==> src/rtl/hit_judge_pkg.sv <==
// hit_judge_pkg
//   Shared constants and types for the hit_judge timing-judgement block:
//   phase modulus and grading window defaults, verdict level encodings,
//   the judge FSM state type and the grading helper function.
package hit_judge_pkg;

  // Phase modulus in degrees; phase inputs range 0..PERIOD_DEFAULT-1.
  localparam int PERIOD_DEFAULT      = 360;

  // Grading windows: maximum |dev| for each level.
  localparam int PERFECT_WIN_DEFAULT = 20;
  localparam int GREAT_WIN_DEFAULT   = 45;
  localparam int GOOD_WIN_DEFAULT    = 70;

  // Verdict level encodings (grade[1:0]).
  localparam logic [1:0] LVL_PERFECT = 2'd0;
  localparam logic [1:0] LVL_GREAT   = 2'd1;
  localparam logic [1:0] LVL_GOOD    = 2'd2;
  localparam logic [1:0] LVL_MISS    = 2'd3;

  // Judge FSM states.
  typedef enum logic [1:0] {
    ST_IDLE = 2'd0,
    ST_CALC = 2'd1,
    ST_DONE = 2'd2
  } judge_state_t;

  // Grade a signed deviation: {late, level}. The magnitude is formed in
  // 17 bits so that -32768 does not overflow when negated.
  function automatic logic [2:0] grade_of(
    input logic signed [15:0] d,
    input int                 perfect_w,
    input int                 great_w,
    input int                 good_w
  );
    logic [16:0] mag_s;
    logic [31:0] mag32_s;
    logic [1:0]  lvl_s;
    logic        late_s;
    if (d[15]) begin
      mag_s = 17'd0 - {d[15], d};
    end else begin
      mag_s = {1'b0, d};
    end
    mag32_s = {15'd0, mag_s};
    if (mag32_s <= $unsigned(perfect_w)) begin
      lvl_s = LVL_PERFECT;
    end else if (mag32_s <= $unsigned(great_w)) begin
      lvl_s = LVL_GREAT;
    end else if (mag32_s <= $unsigned(good_w)) begin
      lvl_s = LVL_GOOD;
    end else begin
      lvl_s = LVL_MISS;
    end
    // Late means strictly positive deviation; zero is on time.
    late_s = ~d[15] & (d != 16'sd0);
    return {late_s, lvl_s};
  endfunction

endpackage

==> src/rtl/hit_grade_calc.sv <==
// hit_grade_calc
//   Judge FSM: on start, latches the captured phase and the target, forms
//   the deviation phase - target, optionally wraps it into
//   [-PERIOD/2, PERIOD/2-1], then grades it and pulses ready.
//   Configuration macro: HIT_JUDGE_WRAP_EN (defined = wrap the deviation
//   modulo PERIOD; undefined = plain 16-bit truncated difference).
// Ports:
//   clk, rst     clock, asynchronous active-high reset
//   start        one-cycle judge request (ignored unless idle)
//   cap_now      captured phase to judge
//   target       target phase
//   ready        one-cycle pulse when dev/grade are valid
//   dev          signed deviation (held until next judgement)
//   grade        {late, level[1:0]} (held until next judgement)
module hit_grade_calc
  import hit_judge_pkg::*;
#(
  parameter int PERIOD      = PERIOD_DEFAULT,
  parameter int PERFECT_WIN = PERFECT_WIN_DEFAULT,
  parameter int GREAT_WIN   = GREAT_WIN_DEFAULT,
  parameter int GOOD_WIN    = GOOD_WIN_DEFAULT
) (
  input  logic               clk,
  input  logic               rst,
  input  logic               start,
  input  logic [15:0]        cap_now,
  input  logic [15:0]        target,
  output logic               ready,
  output logic signed [15:0] dev,
  output logic [2:0]         grade
);

  localparam logic signed [16:0] PER_S      = 17'(PERIOD);
  localparam logic signed [16:0] HALF_S     = 17'(PERIOD / 2);
  localparam logic signed [16:0] NEG_HALF_S = 17'(-(PERIOD / 2));

  judge_state_t       state_r;
  logic               calc_step_r;  // CALC spends two cycles: subtract, then wrap
  logic [15:0]        phase_r;
  logic [15:0]        target_r;
  logic signed [16:0] diff_r;
  logic signed [16:0] wrap_s;

  // Fold the raw difference back into the half-open window around zero.
  always_comb begin
    wrap_s = diff_r;
`ifdef HIT_JUDGE_WRAP_EN
    if (diff_r >= HALF_S) begin
      wrap_s = diff_r - PER_S;
    end else if (diff_r < NEG_HALF_S) begin
      wrap_s = diff_r + PER_S;
    end else begin
      wrap_s = diff_r;
    end
`else
    wrap_s = diff_r;
`endif
  end

  // Judge FSM with registered dev, grade and ready.
  always_ff @(posedge clk or posedge rst) begin
    if (rst) begin
      state_r     <= ST_IDLE;
      calc_step_r <= 1'b0;
      phase_r     <= 16'd0;
      target_r    <= 16'd0;
      diff_r      <= 17'sd0;
      dev         <= 16'sd0;
      grade       <= 3'd0;
      ready       <= 1'b0;
    end else begin
      ready <= 1'b0;
      case (state_r)
        ST_IDLE: begin
          if (start) begin
            phase_r     <= cap_now;
            target_r    <= target;
            calc_step_r <= 1'b0;
            state_r     <= ST_CALC;
          end else begin
            state_r <= ST_IDLE;
          end
        end
        ST_CALC: begin
          if (!calc_step_r) begin
            diff_r      <= $signed({1'b0, phase_r}) - $signed({1'b0, target_r});
            calc_step_r <= 1'b1;
          end else begin
            dev         <= wrap_s[15:0];
            calc_step_r <= 1'b0;
            state_r     <= ST_DONE;
          end
        end
        ST_DONE: begin
          grade   <= grade_of(dev, PERFECT_WIN, GREAT_WIN, GOOD_WIN);
          ready   <= 1'b1;
          state_r <= ST_IDLE;
        end
        default: begin
          calc_step_r <= 1'b0;
          state_r     <= ST_IDLE;
        end
      endcase
    end
  end

endmodule

==> src/rtl/hit_judge.sv <==
// hit_judge
//   Timing-judgement front end: JK pending flag for player clicks, capture
//   of the phase/length counters at the click, and a judge FSM that grades
//   the captured phase against a target phase.
//   Configuration macro: HIT_JUDGE_WRAP_EN (defined = deviation wrapped
//   modulo PERIOD; undefined = truncated 16-bit difference).
// Ports:
//   clk, rst          clock, asynchronous active-high reset
//   clear             synchronous clear of cap_now/cap_length
//   hit               click strobe (J input, capture enable)
//   ack               K input of the pending flag
//   now, length       current phase and length counters
//   target            target phase for judging
//   start             one-cycle judge request
//   pending           JK flag
//   cap_now           phase captured at the last hit
//   cap_length        length captured at the last hit
//   ready             one-cycle verdict-valid pulse
//   dev               signed deviation cap_now - target
//   grade             {late, level[1:0]}, level 3 = miss
module hit_judge
  import hit_judge_pkg::*;
#(
  parameter int PERIOD      = PERIOD_DEFAULT,
  parameter int PERFECT_WIN = PERFECT_WIN_DEFAULT,
  parameter int GREAT_WIN   = GREAT_WIN_DEFAULT,
  parameter int GOOD_WIN    = GOOD_WIN_DEFAULT
) (
  input  logic               clk,
  input  logic               rst,
  input  logic               clear,
  input  logic               hit,
  input  logic               ack,
  input  logic [15:0]        now,
  input  logic [15:0]        length,
  input  logic [15:0]        target,
  input  logic               start,
  output logic               pending,
  output logic [15:0]        cap_now,
  output logic [15:0]        cap_length,
  output logic               ready,
  output logic signed [15:0] dev,
  output logic [2:0]         grade
);

  // Pending flag as a JK flip-flop: J = hit, K = ack.
  always_ff @(posedge clk or posedge rst) begin
    if (rst) begin
      pending <= 1'b0;
    end else begin
      case ({hit, ack})
        2'b10:   pending <= 1'b1;
        2'b01:   pending <= 1'b0;
        2'b11:   pending <= ~pending;
        default: pending <= pending;
      endcase
    end
  end

  // Capture registers: clear wins over hit.
  always_ff @(posedge clk or posedge rst) begin
    if (rst) begin
      cap_now    <= 16'd0;
      cap_length <= 16'd0;
    end else if (clear) begin
      cap_now    <= 16'd0;
      cap_length <= 16'd0;
    end else if (hit) begin
      cap_now    <= now;
      cap_length <= length;
    end else begin
      cap_now    <= cap_now;
      cap_length <= cap_length;
    end
  end

  // The judge latches the registered cap_now, so a hit in the same cycle
  // as start is not part of that judgement.
  hit_grade_calc #(
    .PERIOD      (PERIOD),
    .PERFECT_WIN (PERFECT_WIN),
    .GREAT_WIN   (GREAT_WIN),
    .GOOD_WIN    (GOOD_WIN)
  ) u_calc (
    .clk     (clk),
    .rst     (rst),
    .start   (start),
    .cap_now (cap_now),
    .target  (target),
    .ready   (ready),
    .dev     (dev),
    .grade   (grade)
  );

endmodule

==> config.mk <==
export PLATFORM = sky130hd
export DESIGN_NAME = hit_judge
export DESIGN_NICKNAME = d
export VERILOG_FILES = /design/src/rtl/hit_judge_pkg.sv /design/src/rtl/hit_grade_calc.sv /design/src/rtl/hit_judge.sv
export SDC_FILE = /design/constraint.sdc
export NUM_CORES = 1
export LEC_CHECK = 0
export BUFFER_PORTS_ARGS = -buffer_cell sky130_fd_sc_hd__buf_2
export CAP_MARGIN = 20
export CORE_MARGIN = 8
export CORE_UTILIZATION = 35
export CTS_CLUSTER_SIZE = 30
export DETAILED_ROUTE_END_ITERATION = 8
export GPL_ROUTABILITY_DRIVEN = 0
export GPL_TIMING_DRIVEN = 0
export MAX_ROUTING_LAYER = met4
export PLACE_DENSITY = 0.64
export SYNTH_ARGS = -nofsm -noshare
export SYNTH_HDL_FRONTEND = slang
export SYNTH_SLANG_ARGS = --single-unit
==> constraint.sdc <==
create_clock -name clk -period 3.34 [get_ports clk]
set_clock_uncertainty 0.1 [all_clocks]
set_input_delay 0.167 -clock clk [delete_from_list [all_inputs] [get_ports clk]]
set_output_delay 0.167 -clock clk [all_outputs]
set_load 0.01 [all_outputs]
Word-level counts from Yosys, hierarchy flattened --
Index checks and enable logic that the tools add are counted.
Word-level totals: register bits 104, bits of input ports 54, output and inout bits 53, logic and storage cells 53
Cells by class: $add $sub $neg 2, magnitude comparators 3, equality and inequality tests 7, muxes and demuxes 17, bitwise gates (word level) 5, reduce and logical (&&, ||, !) cells 8
Operator list (number):
- $mux 16 | 4
- $mux 17 | 2
- $le 17x5->1 const B | 1
- $le 17x6->1 const B | 1
- $le 17x7->1 const B | 1
- $sub 1x16->17 const A | 1
- $reduce_bool 16->1 | 1
- $sub 16x16->16 | 1
- $reduce_and 2->1 | 4
- $eq 2x2->1 const B | 3
- $mux 2 | 3
- $pmux 1 s3 | 2
- $mux 1 | 5
- $eq 2x1->1 const B | 2
- $not 1->1 | 4
- $pmux 2 s2 | 1
- $reduce_bool 3->1 | 1
- $logic_not 2->1 | 1
- $ne 2x1->1 const B | 1
- $ne 2x2->1 const B | 1
- $reduce_bool 2->1 | 1
- $and 1x1->1 | 1

Depth between registers and ports, before layout --
word-level depth 7, gate-level depth with buffers 10

Cells and area by module --
Synthesis repeated with hierarchy kept, for this count alone.
Unflattened totals: cells, all modules 512, area total of the unflattened synthesis 5092.4 um2
Modules (own cells, without submodules):
- hit_grade_calc | times used 1, cells an instance 405, area an instance 3724.8 um2, seq. area each 1776.7 um2
- hit_judge | times used 1, cells an instance 107, area an instance 1367.6 um2, seq. area each 825.8 um2

Worst setup path after synthesis --
OpenSTA, ideal clock, no wires.
kind reg2reg, from register u_calc.target_r[0], to register u_calc.diff_r[12], library setup time 0.095 ns, data arrival time 2.091 ns, data required time 3.145 ns, slack 1.053 ns, stages on the path, launching flop included 10, buffers on the path 0, period minus slack after synthesis 2.287 ns, path through dfrtp_1 -> ha_1 -> fa_1 -> nand2b_1 -> a21boi_0 -> o21ai_0 -> a211oi_1 -> o21ai_0 -> and3_1 -> o31ai_1
On the way: word-level cells in the longest chain between the ends 1
Ends and longest elaborated chain:
- start, declared | line hit_grade_calc.sv:40 | logic [15:0] target_r;
- start signal, assigned | line hit_grade_calc.sv:77 | target_r <= target;
- $sub 16x16->16 | line hit_grade_calc.sv:86 | diff_r <= $signed({1'b0, phase_r}) - $signed({1'b0, target_r});
- end signal, assigned | line hit_grade_calc.sv:86
- end, declared | line hit_grade_calc.sv:41 | logic signed [16:0] diff_r;
No other way between the ends. A chain may end at the register's enable or synchronous reset.

Final worst setup path --
from register u_calc.target_r[0], to register u_calc.diff_r[14]
The elaborated chain is that of the path after synthesis.

==> impl_metrics.csv <==
group,metric,value,unit
pwr,p_leak,3.33,nW
min_path,hold_depth,3,
clock_network,clkTransAtPathRegs,0.07,ns
pwr,p_per_area,872,nW/um^2
timing,slew_violations,0,
clock_network,cts_tree,"done",
clock_network,cts_max_level,3,
final_layout,synthToLayoutAreaGrowth,30.8,%
global_routing,overflow,0,
worst_setup_path,arrival,2.79,ns
drt,avgRoutedWirePerCell,14.9,microns
global_routing,gr-usage-all-layers,0.148,
final_layout,fin_util,0.468,
yosys,postSynthAreaPerCell,9.91,sq um
worst_setup_path,critPathCaptureType,"flop",
final_layout,diodes,0,
worst_setup_path,rrSetupSlack,0.71,ns
clock_network,clock-root-buffer,"clkbuf_16",
worst_setup_path,required,3.50,ns
drt,drc,0,
die,die_area,19000,sq um
yosys,async_flop_share,1.00,
final_layout,final_nets,763,
worst_setup_path,crit_chain,"ha_1, fa_1, nand2b_1, a21boi_0, o21ai_0, a21oi_1, o21ai_0, xor2_1, o21ai_0",
min_path,whs_endpoint,"u_calc.state_r[0]$_DFFE_PP0N_",
yosys,yosysSeqAreaShare,0.501,
yosys,synthCells,524,
timing,setup_viol,0,
yosys,synth_top_area_frac,0.501,
timing,worst_pin_slew,0.711,ns
global_routing,first_global_vias,4594,
yosys,syn_area,5190,sq um
timing,rsz0062_at_grt,"false",
yosys,ys_ff_latch,104,
global_routing,antenna_found_initial,0,
clock_network,clock-sinks,104,
worst_setup_path,reg2reg_to,"u_calc.diff_r[14]$_DFFE_PP0P_",
timing,fmax,380,MHz
worst_setup_path,r2r-start,"u_calc.target_r[0]$_DFFE_PP0P_",
global_routing,grt_max_degree,66,
worst_setup_path,cp_max_fo,4,
timing,min_period,2.63,ns
min_path,hold_path_startpoint,"start",
final_layout,drive_gt1_frac,0.218,
clock_network,worstSkewPairLatency,0.34,ns
yosys,netlist.top_cell.by_area,"dfrtp_1",
drt,via_per_inst,4.96,
status,outcome,"completed",
yosys,synth_area_leaders,"dfrtp_1, mux2i_1, nand2_1, o21ai_0, mux2_2",
place,dp_slack,0.724,ns
drt,first_pass_iters,4,
worst_setup_path,crit_top_cell,"o21ai_0",
die,chipHeight,138,microns
pwr,ir_drop,0.323,mV
drt,final_antenna_net_count,0,
timing,finalHoldViolations,0,
die,coreArea,14500,sq um
global_routing,grt_pass1_wl,22.1,mm
timing,slew_headroom,0.526,
yosys,ys_types,57,
clock_network,numCtsBuffers,9,
yosys,synth_warnings,0,
worst_setup_path,ff2ff_path_depth,9,
worst_setup_path,cp-start-kind,"flop",
die,num_io_pins,107,
place,dp_hpwl,9.50,mm
timing,finalCritPeriodShare,0.787,
worst_setup_path,slowest_stage,"fa_1",
drt,drt_iter0_markers,285,
run,drv_cap,0,
yosys,synth_edf_count,0,
drt,vias,4369,
yosys,synth_ff_type,"dfrtp_1",
worst_setup_path,path_class,"flop to flop",
die,initial_core_util,0.357,
yosys,synth_common_cells,"dfrtp_1, nand2_1, nor2_1",
min_path,hp-class,"input pin to flop",
timing,fin_ws,0.711,ns
yosys,yosysMostFrequentCell,"dfrtp_1",
place,port_buffers,105,
worst_setup_path,slowest_delay,0.40,ns
clock_network,cts_max_path_buffers,2,
clock_network,post_cts_buffers,0,
timing,fin_setup_tns,0,ns
timing,hold_slack,0.0636,ns
die,die_w,138,microns
die,rows,44,
pwr,finalPower,0.00592,W
yosys,synth_nets,595,
drt,wl,13.1,mm
## layer usage
| layer | up-vias | wire length [microns] | part of all wire | global-route usage |
|---|---|---|---|---|
| li1 | 2126 | - | - | - |
| met1 | 2080 | 5990 | 0.46 | 0.180 |
| met2 | 146 | 6130 | 0.47 | 0.242 |
| met3 | 17 | 845 | 0.064 | 0.0368 |
| met4 | 0 | 155 | 0.012 | 0.0394 |
| met5 | - | 0 | 0 | - |
## through the flow
step	std cells	cell area (sq um)
floorplan	524	5190
global placement	813	5950
detailed placement	814	5980
CTS	881	6800
global route	881	6800
finish	881	6800
## state kept, by name, indices dropped and copies added, names as in the netlist
| name | flops |
|---|---|
| u_calc.grade | 3 |
| u_calc.dev | 16 |
| cap_length | 16 |
| u_calc.phase_r | 16 |
| u_calc.diff_r | 16 |
| cap_now | 16 |
| u_calc.state_r | 2 |
| u_calc.ready | 1 |
| u_calc.calc_step_r | 1 |
| u_calc.target_r | 16 |
| pending | 1 |
## cell type report
cell class	count	area, sq um
fillers	1354	7740
flip-flops and latches	104	2600
multi-input cells	369	2380
repair buffers	157	1060
clock buffers	11	243
well taps	184	230
plain buffers	24	108
inverters	27	104
clock inverters	5	61.3
## cells in the final DEF, fill, tap and decap left out, drive strengths merged, types with 7 or more instances in the layout
cell type / n
nor2b: 7
nor2: 54
mux2i: 35
clkbuf: 29
a21oi: 16
o21ai: 47
inv: 30
xnor2: 11
mux2: 18
dfrtp: 104
nand2: 84
nand2b: 8
dlygate4sd3: 51
ha: 16
buf: 112
## worst max-delay path: cells and delay by family (launching register included)
kind / cells / cell delay, ns
AOI/OAI and AO/OA: 5 / 1.12
xor gates and xnor gates: 1 / 0.16
adders and majority gates: 2 / 0.63
DFF: 1 / 0.38
and+or+nand+nor: 1 / 0.16
## report_power, final
part	switching (W)	leakage (nW)	total [W]	internal (W)
clock	0.000467	0.151	0.00108	0.000609
sequential	0.000324	1.32	0.00201	0.00168
combinational	0.00158	1.86	0.00284	0.00126
## kinds of logic (layout without fill, tap and decap cells)
logic type,after synthesis,after routing,synth area share
muxes,53,53,0.106
xor gates and xnor gates,16,16,0.0270
and+or+nand+nor,180,180,0.159
adders and majority gates,17,17,0.0424
AOI/OAI and AO/OA,103,103,0.124
DFF,104,104,0.501
buffers and inverters,51,224,0.0402
## worst max path at each step
| stage | startpoint | endpoint | slack [ns] |
|---|---|---|---|
| floorplan | rst | cap_length[0]$_DFFE_PP0P_ | 0.34 |
| global placement | rst | pending$_DFFE_PP0P_ | -0.69 |
| detailed placement | u_calc.dev[1]$_DFFE_PP0P_ | u_calc.grade[0]$_DFFE_PP0P_ | 0.72 |
| CTS | u_calc.target_r[1]$_DFFE_PP0P_ | u_calc.diff_r[15]$_DFFE_PP0P_ | 0.72 |
| global route | u_calc.target_r[1]$_DFFE_PP0P_ | u_calc.diff_r[15]$_DFFE_PP0P_ | 0.40 |
| finish | u_calc.target_r[0]$_DFFE_PP0P_ | u_calc.diff_r[14]$_DFFE_PP0P_ | 0.71 |
## what timing repair did
item                                   in CTS  in global routing
endpoints found under the hold margin      88                  0
setup endpoints to repair                   0                  0
resized for setup                           0                  0
hold buffers                               51                  0
Power figures use the tool's default switching activity.
